[src/rtl/loader_pkg.sv]
// loader_pkg -- shared definitions for the program loader.
//   state_t    : loader FSM states. CSUM exists only when LOADER_CHECKSUM_EN
//                is defined.
//   WORD_BYTES : bytes per program memory word.
// Optional feature macro: LOADER_CHECKSUM_EN
package loader_pkg;

`ifdef LOADER_CHECKSUM_EN
  typedef enum logic [2:0] {
    LEN_HI = 3'd0,
    LEN_LO = 3'd1,
    DATA   = 3'd2,
    CSUM   = 3'd3,
    DONE   = 3'd4,
    ERR    = 3'd5
  } state_t;
`else
  typedef enum logic [2:0] {
    LEN_HI = 3'd0,
    LEN_LO = 3'd1,
    DATA   = 3'd2,
    DONE   = 3'd4,
    ERR    = 3'd5
  } state_t;
`endif

  localparam int WORD_BYTES = 4;

endpackage

[src/rtl/word_assembler.sv]
// word_assembler -- shifts stream bytes into a 32-bit word, MSB first.
//   clk       : clock
//   rst_n     : asynchronous active-low reset (clears the byte count)
//   clear     : synchronous clear of the byte count
//   shift     : a payload byte is accepted this cycle
//   byte_in   : the accepted byte
//   word      : assembled word, valid in the cycle word_full is high
//   word_full : this cycle's byte completes a word
module word_assembler
  import loader_pkg::*;
(
  input  logic        clk,
  input  logic        rst_n,
  input  logic        clear,
  input  logic        shift,
  input  logic [7:0]  byte_in,
  output logic [31:0] word,
  output logic        word_full
);

  logic [23:0] shreg_p0;
  logic [1:0]  cnt;

  always_ff @(posedge clk or negedge rst_n) begin
    if (!rst_n) begin
      cnt <= 2'd0;
    end else if (clear) begin
      cnt <= 2'd0;
    end else if (shift) begin
      cnt <= cnt + 2'd1;
    end
  end

  always_ff @(posedge clk) begin
    if (shift) begin
      shreg_p0 <= {shreg_p0[15:0], byte_in};
    end
  end

  // The fourth byte is still on the input, so the word is completed
  // combinationally and captured downstream in the same cycle.
  assign word      = {shreg_p0, byte_in};
  assign word_full = shift && (cnt == 2'(WORD_BYTES - 1));

endmodule

[src/rtl/program_loader.sv]
// program_loader -- loads a length-prefixed byte stream into program memory
// and holds the core in reset until the load completes.
// Stream: LEN_HI, LEN_LO (big-endian word count), payload words MSB first,
// then one XOR checksum byte when LOADER_CHECKSUM_EN is defined.
// Ports:
//   clk, rst_n          : clock, asynchronous active-low reset
//   rx_valid/rx_data    : byte stream input; rx_ready accepts a byte
//   start               : re-arms the loader from DONE or ERR
//   mem_we/addr/wdata   : one-cycle word write, addr = BASE_ADDR + 4*index
//   cpu_rst_n           : core reset, released on entry to DONE
//   done / error        : load completed / load aborted
// Optional feature macro: LOADER_CHECKSUM_EN
module program_loader
  import loader_pkg::*;
#(
  parameter int          MEM_BYTES = 8192,
  parameter logic [63:0] BASE_ADDR = 64'h0
) (
  input  logic        clk,
  input  logic        rst_n,
  input  logic        rx_valid,
  input  logic [7:0]  rx_data,
  output logic        rx_ready,
  input  logic        start,
  output logic        mem_we,
  output logic [63:0] mem_addr,
  output logic [31:0] mem_wdata,
  output logic        cpu_rst_n,
  output logic        done,
  output logic        error
);

  localparam logic [31:0] MAX_WORDS = 32'(MEM_BYTES / WORD_BYTES);

  state_t      state;
  logic [7:0]  len_hi;
  logic [15:0] len;
  logic [15:0] word_idx;
  logic        accept;
  logic [15:0] len_full;
  logic        data_shift;
  logic        rearm;
  logic        last_word;
  logic [31:0] word_p0;
  logic        word_full_p0;
`ifdef LOADER_CHECKSUM_EN
  logic [7:0]  csum;
`endif

  assign accept     = rx_valid && rx_ready;
  assign len_full   = {len_hi, rx_data};
  assign data_shift = accept && (state == DATA);
  assign rearm      = start && ((state == DONE) || (state == ERR));
  assign last_word  = (word_idx + 16'd1) == len;

  word_assembler u_word_assembler (
    .clk       (clk),
    .rst_n     (rst_n),
    .clear     (rearm),
    .shift     (data_shift),
    .byte_in   (rx_data),
    .word      (word_p0),
    .word_full (word_full_p0)
  );

  always_ff @(posedge clk or negedge rst_n) begin
    if (!rst_n) begin
      state     <= LEN_HI;
      len_hi    <= 8'd0;
      len       <= 16'd0;
      word_idx  <= 16'd0;
      rx_ready  <= 1'b0;
      cpu_rst_n <= 1'b0;
      done      <= 1'b0;
      error     <= 1'b0;
`ifdef LOADER_CHECKSUM_EN
      csum      <= 8'd0;
`endif
    end else begin
      case (state)
        LEN_HI: begin
          rx_ready <= 1'b1;
          if (accept) begin
            len_hi <= rx_data;
            state  <= LEN_LO;
          end
        end
        LEN_LO: begin
          rx_ready <= 1'b1;
          if (accept) begin
            len <= len_full;
            if ({16'h0, len_full} > MAX_WORDS) begin
              state    <= ERR;
              error    <= 1'b1;
              rx_ready <= 1'b0;
            end else if (len_full == 16'd0) begin
`ifdef LOADER_CHECKSUM_EN
              state     <= CSUM;
`else
              state     <= DONE;
              done      <= 1'b1;
              cpu_rst_n <= 1'b1;
              rx_ready  <= 1'b0;
`endif
            end else begin
              state <= DATA;
            end
          end
        end
        DATA: begin
          if (data_shift) begin
`ifdef LOADER_CHECKSUM_EN
            csum <= csum ^ rx_data;
`endif
            if (word_full_p0) begin
              word_idx <= word_idx + 16'd1;
              // The write for this last word is issued next cycle by the
              // output register, independent of the state change here.
              if (last_word) begin
`ifdef LOADER_CHECKSUM_EN
                state     <= CSUM;
`else
                state     <= DONE;
                done      <= 1'b1;
                cpu_rst_n <= 1'b1;
                rx_ready  <= 1'b0;
`endif
              end
            end
          end
        end
`ifdef LOADER_CHECKSUM_EN
        CSUM: begin
          if (accept) begin
            rx_ready <= 1'b0;
            if (rx_data == csum) begin
              state     <= DONE;
              done      <= 1'b1;
              cpu_rst_n <= 1'b1;
            end else begin
              state <= ERR;
              error <= 1'b1;
            end
          end
        end
`endif
        DONE, ERR: begin
          if (start) begin
            state     <= LEN_HI;
            len_hi    <= 8'd0;
            len       <= 16'd0;
            word_idx  <= 16'd0;
            rx_ready  <= 1'b1;
            cpu_rst_n <= 1'b0;
            done      <= 1'b0;
            error     <= 1'b0;
`ifdef LOADER_CHECKSUM_EN
            csum      <= 8'd0;
`endif
          end
        end
        default: begin
          state    <= LEN_HI;
          rx_ready <= 1'b0;
        end
      endcase
    end
  end

  // ---- stage p1: registered memory write port ----
  always_ff @(posedge clk or negedge rst_n) begin
    if (!rst_n) begin
      mem_we    <= 1'b0;
      mem_addr  <= BASE_ADDR;
      mem_wdata <= 32'd0;
    end else begin
      mem_we <= word_full_p0;
      if (word_full_p0) begin
        mem_addr  <= BASE_ADDR + {46'h0, word_idx, 2'b00};
        mem_wdata <= word_p0;
      end
    end
  end

endmodule
[config.mk]
export PLATFORM = sky130hd
export DESIGN_NAME = program_loader
export DESIGN_NICKNAME = d
export VERILOG_FILES = /design/src/rtl/loader_pkg.sv /design/src/rtl/word_assembler.sv /design/src/rtl/program_loader.sv
export SDC_FILE = /design/constraint.sdc
export NUM_CORES = 1
export LEC_CHECK = 0
export BUFFER_PORTS_ARGS = -buffer_cell sky130_fd_sc_hd__buf_2
export CAP_MARGIN = 0
export CORE_MARGIN = 2
export CORE_UTILIZATION = 44
export DETAILED_ROUTE_END_ITERATION = 8
export GPL_TIMING_DRIVEN = 0
export PLACE_DENSITY = 0.78
export SLEW_MARGIN = 40
export SYNTH_ARGS = -nofsm -noshare
export SYNTH_HDL_FRONTEND = slang
export SYNTH_SLANG_ARGS = --single-unit
[constraint.sdc]
create_clock -name clk -period 4.2 [get_ports clk]
set_clock_uncertainty 0.05 [all_clocks]
set_input_delay 0.21 -clock clk [delete_from_list [all_inputs] [get_ports clk]]
set_output_delay 0.21 -clock clk [all_outputs]
set_load 0.005 [all_outputs]
# Word level (Yosys, flattened, before mapping)
# Index checks and enable logic that the tools add are counted.
# word_totals
register_bits,121
in_bits,12
word_cells,89
# op_classes
n_addsub,2
n_lt_le_gt_ge,1
eq_ne,15
n_mux,39
n_reduce_logical,20
# ops
operator,count
16-bit 2-to-1 mux,4
16-bit one-hot mux with 2 select lines,2
3-bit 2-to-1 mux,8
16-bit by 1-bit adder with 16-bit output (second input constant),1
16-bit equality test,1
16-bit by 12-bit > comparator with 1-bit output (second input constant),1
16-bit logical NOT,1
1-bit 2-to-1 mux,16
8-bit 2-to-1 mux,2
2-bit != test (second input constant),8
8-bit one-hot mux with 2 select lines,1
3-bit one-hot mux with 4 select lines,1
4-bit AND reduction,3
8-bit AND reduction,1
2-bit nonzero test,4
3-bit equality test (second input constant),2
3-bit AND reduction,2
6-bit AND reduction,1
1-bit logical AND,4
2-bit 2-to-1 mux,2
1-bit one-hot mux with 4 select lines,1
3-bit by 1-bit equality test with 1-bit output (second input constant),1
3-bit by 2-bit equality test with 1-bit output (second input constant),1
3-bit logical NOT,1
other kinds (8),8

# Longest topological paths before layout
# logic_depth
word_depth,6
mapped_depth,10
mapped_depth_nobuf,8

# Modules after synthesis
# A second synthesis with hierarchy kept.
# hier_totals
cells_unflattened,510
hier_area_um2,5736.8
# modules_own_cells
mod,n_inst,cells_each,area_per_inst_um2,seq_area_each_um2
program_loader,1,470,4859.7,2377.3
word_assembler,1,40,877.1,770.7

# Worst setup path after synthesis
# No wires, ideal clock.
# synth_timing
path_type,reg-to-reg
start,register state[1]
end,"register u_word_assembler.shreg_p0[0], enable pin"
setup_time_ps,409
arrival_time_ps,1890
required_ps,3741
slack_ps,1851
path_stages_with_launch,4
path_buffers,1
synth_period_minus_slack_ps,2349
path_cell_list,dfrtp_1 -> clkbuf_1 -> nand2_1 -> nor2_1
# synth_between
elab_chain_len,2
# synth_rtl
element,line,rtl
start: declaration,program_loader.sv:35,state_t state;
start signal: assignment,program_loader.sv:68,state <= LEN_HI;
start signal: assignment,program_loader.sv:85,state <= LEN_LO;
start signal: assignment,program_loader.sv:93,state <= ERR;
3-bit by 2-bit equality test with 1-bit output,program_loader.sv:52,assign data_shift = accept && (state == DATA);
1-bit logical AND,program_loader.sv:52,
via data_shift,program_loader.sv:41,logic data_shift;
end signal: assignment,word_assembler.sv:36,"shreg_p0 <= {shreg_p0[15:0], byte_in};"
end: declaration,word_assembler.sv:21,logic [23:0] shreg_p0;
# The timed path passes the listed nets, and every way through them passes these cells.
# A chain may end at the register's enable or synchronous reset.

# Worst setup path in the final report
# layout_timing
start,register word_idx[0]
end,register state[2]
# layout_between
elab_chain_len,4
# layout_rtl
element,line,rtl
start: declaration,program_loader.sv:38,logic [15:0] word_idx;
start signal: assignment,program_loader.sv:116,word_idx <= word_idx + 16'd1;
16-bit by 1-bit adder with 16-bit output,program_loader.sv:54,assign last_word = (word_idx + 16'd1) == len;
16-bit equality test,program_loader.sv:54,
2-bit != test (no line),-,
6-bit AND reduction (no line),-,
# No other way between the ends.

==> summary.txt <==
Run status
  – Status: complete, no violations

Synthesis
  – Top_reg_cell synth: dfrtp_1
  – Mapped Area: 5650 um2
  – Distinct cells, synth: 52
  – Syn Inst Count: 598
  – EDFF count, synth: 24
  – Post-synthesis sequential area ratio: 55.8%
  – #FFs+latches synth: 121
  – Post-synthesis async set-or-reset flop share: 80.2%
  – Mapped Avg Cell Area: 9.44 um2
  – Yosys warns: 0

Timing
  – Max transition margin: 61.5%
  – Minimum clock period after layout: 2770 ps
  – Final period util: 66.0%
  – Final hold viol count: 0
  – Fin worst setup slack: 1430 ps
  – Final Slew Violations: 0
  – Post-Route Setup TNS: 0 ps
  – F_max: 361 MHz
  – Worst-Margin Slew: 578 ps
  – Unrepaired setup endpoints after global routing: false
  – Final setup vio count: 0

Setup path
  – CP Capture Type: flip-flop
  – Kind of critical path: reg -> reg
  – Worst Path Required: 4490 ps
  – FF-to-FF Start: word_idx[0]
  – CP Capture Point: state[2]
  – CP max stage delay: 610 ps
  – Slowest-stage cell, CP: or4_4
  – Crit Reg-Reg Endpoint: state[2]
  – Cells along the critical path: ha_1 -> buf_2 -> nand4_1 -> or4_4 -> xnor2_2 -> nor4_1 -> and4_4 -> o21bai_1
  – CP max FO: 9
  – Reg2reg setup slack: 1430 ps
  – Critical path launch point type: flip-flop
  – Crit path DAT: 3060 ps
  – Worst reg2reg path depth: 8
  – Critical Path Start: word_idx[0]

Final layout
  – Share of post-route cells with drive strength above 1: 22.2%
  – Total Nets Final: 752
  – Final cell count without fillers: 923
  – ANT cells: 0
  – Layout area overhead: 26.0%
  – Final Cell Area: 7110 um2
  – # fillers: 1058

Clocking
  – Max clock buf depth: 2
  – # clock sinks: 121
  – Postcts setup bufs: 0
  – Worst-Skew Late Latency: 420 ps
  – Resized cells post-CTS: 0
  – H-tree depth reported by CTS: 4
  – Clk root buf: clkbuf_16
  – Num CTS Buffers: 17
  – CTS tree: built
  – CTS clock-pin slew for the worst setup and hold paths: 60 ps

Die
  – # rows: 41
  – Io pins: 113
  – Initial core utilization: 44.9%
  – Die height: 117 um
  – Die X: 117 um
  – Die area: 13800 um2
  – Core outline area: 12600 um2

Routing
  – Post-Route WL: 13.1 mm
  – Initial DRC Count: 252
  – Remaining antenna violation count after routing: 0
  – Vias per cell: 4.90
  – DR DRC count: 0
  – Average wire per standard cell: 14.2 um
  – Pre-Repair DR Iteration Count: 6
  – DR vias: 4522

Global routing
  – GRT overflow: 0
  – Initial antenna violation count: 0
  – Global-route wire length before repair: 21.0 mm
  – Vias in the first global route: 4241
  – Largest net degree at the start of global routing: 73
  – Gr usage total: 20.1%

Placed design
  – GPL Wtd Cong: 0.863
  – Port-buffer cells: 64
  – Placed insts: 883
  – Place WS: 1480 ps
  – Post-detail-place hpwl: 9.11 mm
  – Placed instance area: 6430 um2

Power and ir drop
  – Power density over the cells: 388 nW/um2
  – Leak Pwr: 3.66 nW
  – Worst VDD drop: 0.232 mV

Flow run
  – Max_cap viols: 0

Hold path
  – HP Class: in -> reg
==> routing by layer <==
metal	share of wire, %	GRT usage [%]	vias up
met5	0	0	-
met4	1.9	8.47	0
met3	5.7	4.48	23
met2	50	32.6	162
met1	42	26.3	2162
li1	-	-	2175
==> area by class of cell <==
type                       count  area, um2  share of cell area, %
tap                          172        215                   3.03
timing repair buffer          74        465                   6.54
clock buffer                  19        433                   6.09
sequential                   121       3150                   44.3
inverter                       5       21.3                  0.299
buffer                        80        504                   7.09
multi-input combinational    439       2160                   30.3
clock inverter                13        170                   2.39
==> flip-flops by register name (all words and copies together) (netlist names) <==
| name | cells |
|---|---|
| mem_wdata | 32 |
| rx_ready | 1 |
| mem_addr | 16 |
| u_word_assembler.shreg_p0 | 24 |
| word_idx | 16 |
| len_hi | 8 |
| state | 3 |
| mem_we | 1 |
| len | 16 |
| error | 1 |
| u_word_assembler.cnt | 2 |
| done | 1 |
==> critical path: cells and delay by family, from the launching register on <==
family	cells	cell delay (ps)
xor+xnor	1	170
compound gates	1	120
simple gates	4	1440
buf+inv	1	190
fa+ha+maj	1	210
flops	1	520
==> power by group <==
| part | switching [mW] | leakage [nW] | total, mW | internal, mW |
|---|---|---|---|---|
| clock | 0.540 | 0.284 | 1.48 | 0.937 |
| sequential | 0 | 1.57 | 1.20 | 1.20 |
| combinational | 0.0457 | 1.81 | 0.0870 | 0.0412 |
==> logic make-up after synthesis <==
group	after synthesis	synth area share, %
AND/OR/NAND/NOR	280	21.4
flip-flops	121	55.8
buffers and inverters	85	9.31
AO/OA/AOI/OAI	83	8.56
XOR/XNOR	26	4.43
adder cells (fa/ha/maj)	2	0.443
other	1	0.0664
==> cells in the final DEF, fill, tap and decap left out, types with 8 or more instances in the layout <==
cell type / synthesis / routed
clkbuf_16: 0 / 17
edfxtp_1: 24 / 24
nand3_1: 10 / 10
buf_4: 49 / 49
nor2_1: 22 / 21
o21ai_0: 47 / 47
clkbuf_1: 19 / 21
conb_1: 1 / 48
dlygate4sd3_1: 0 / 8
nand2_1: 211 / 211
buf_2: 10 / 73
a21oi_1: 10 / 10
xnor2_1: 17 / 17
dfrtp_1: 97 / 97
==> worst min path at each step <==
stage | start | endpoint | slack [ps] | cells past startpoint
after floorplan | rst_n | done | -140 | 0
after global placement | u_word_assembler.shreg_p0[19] | mem_wdata[27] | 370 | 2
after detailed placement | rst_n | len[4] | 20 | 1
after CTS | rx_data[7] | u_word_assembler.shreg_p0[7] | 6 | 1
after global routing | rx_data[7] | u_word_assembler.shreg_p0[7] | 8 | 1
final | rx_data[7] | u_word_assembler.shreg_p0[7] | 10 | 1
==> through the flow <==
stage	hold WS, ps	power [mW]	util (%)
after floorplan	-136	1.26	-
after detailed placement	21.1	1.30	51.2
final	13.4	2.76	56.6
after CTS	5.83	2.77	56.6
after global placement	371	1.29	50.6
after global routing	8.21	2.84	56.6
==> synth_stat cells, drive strengths merged, types with 4 or more instances <==
cell type	number	area (um2)
a21oi	10	50.1
buf	61	433
clkbuf	19	71.3
dfrtp	97	2430
edfxtp	24	721
inv	5	21.3
nand2	211	792
nand3	10	50.1
nand4	6	52.6
nor2	22	82.6
nor3	6	35.0
nor4	6	52.6
o21ai	50	250
o31ai	7	52.6
or3	4	25.0
xnor2	18	165
xor2	7	61.3
==> timing repair <==
item	4_1_cts	5_1_grt
hold buffers	8	0
hold endpoints to repair	107	0
setup endpoints to repair	0	0
Power figures use the tool's default switching activity.
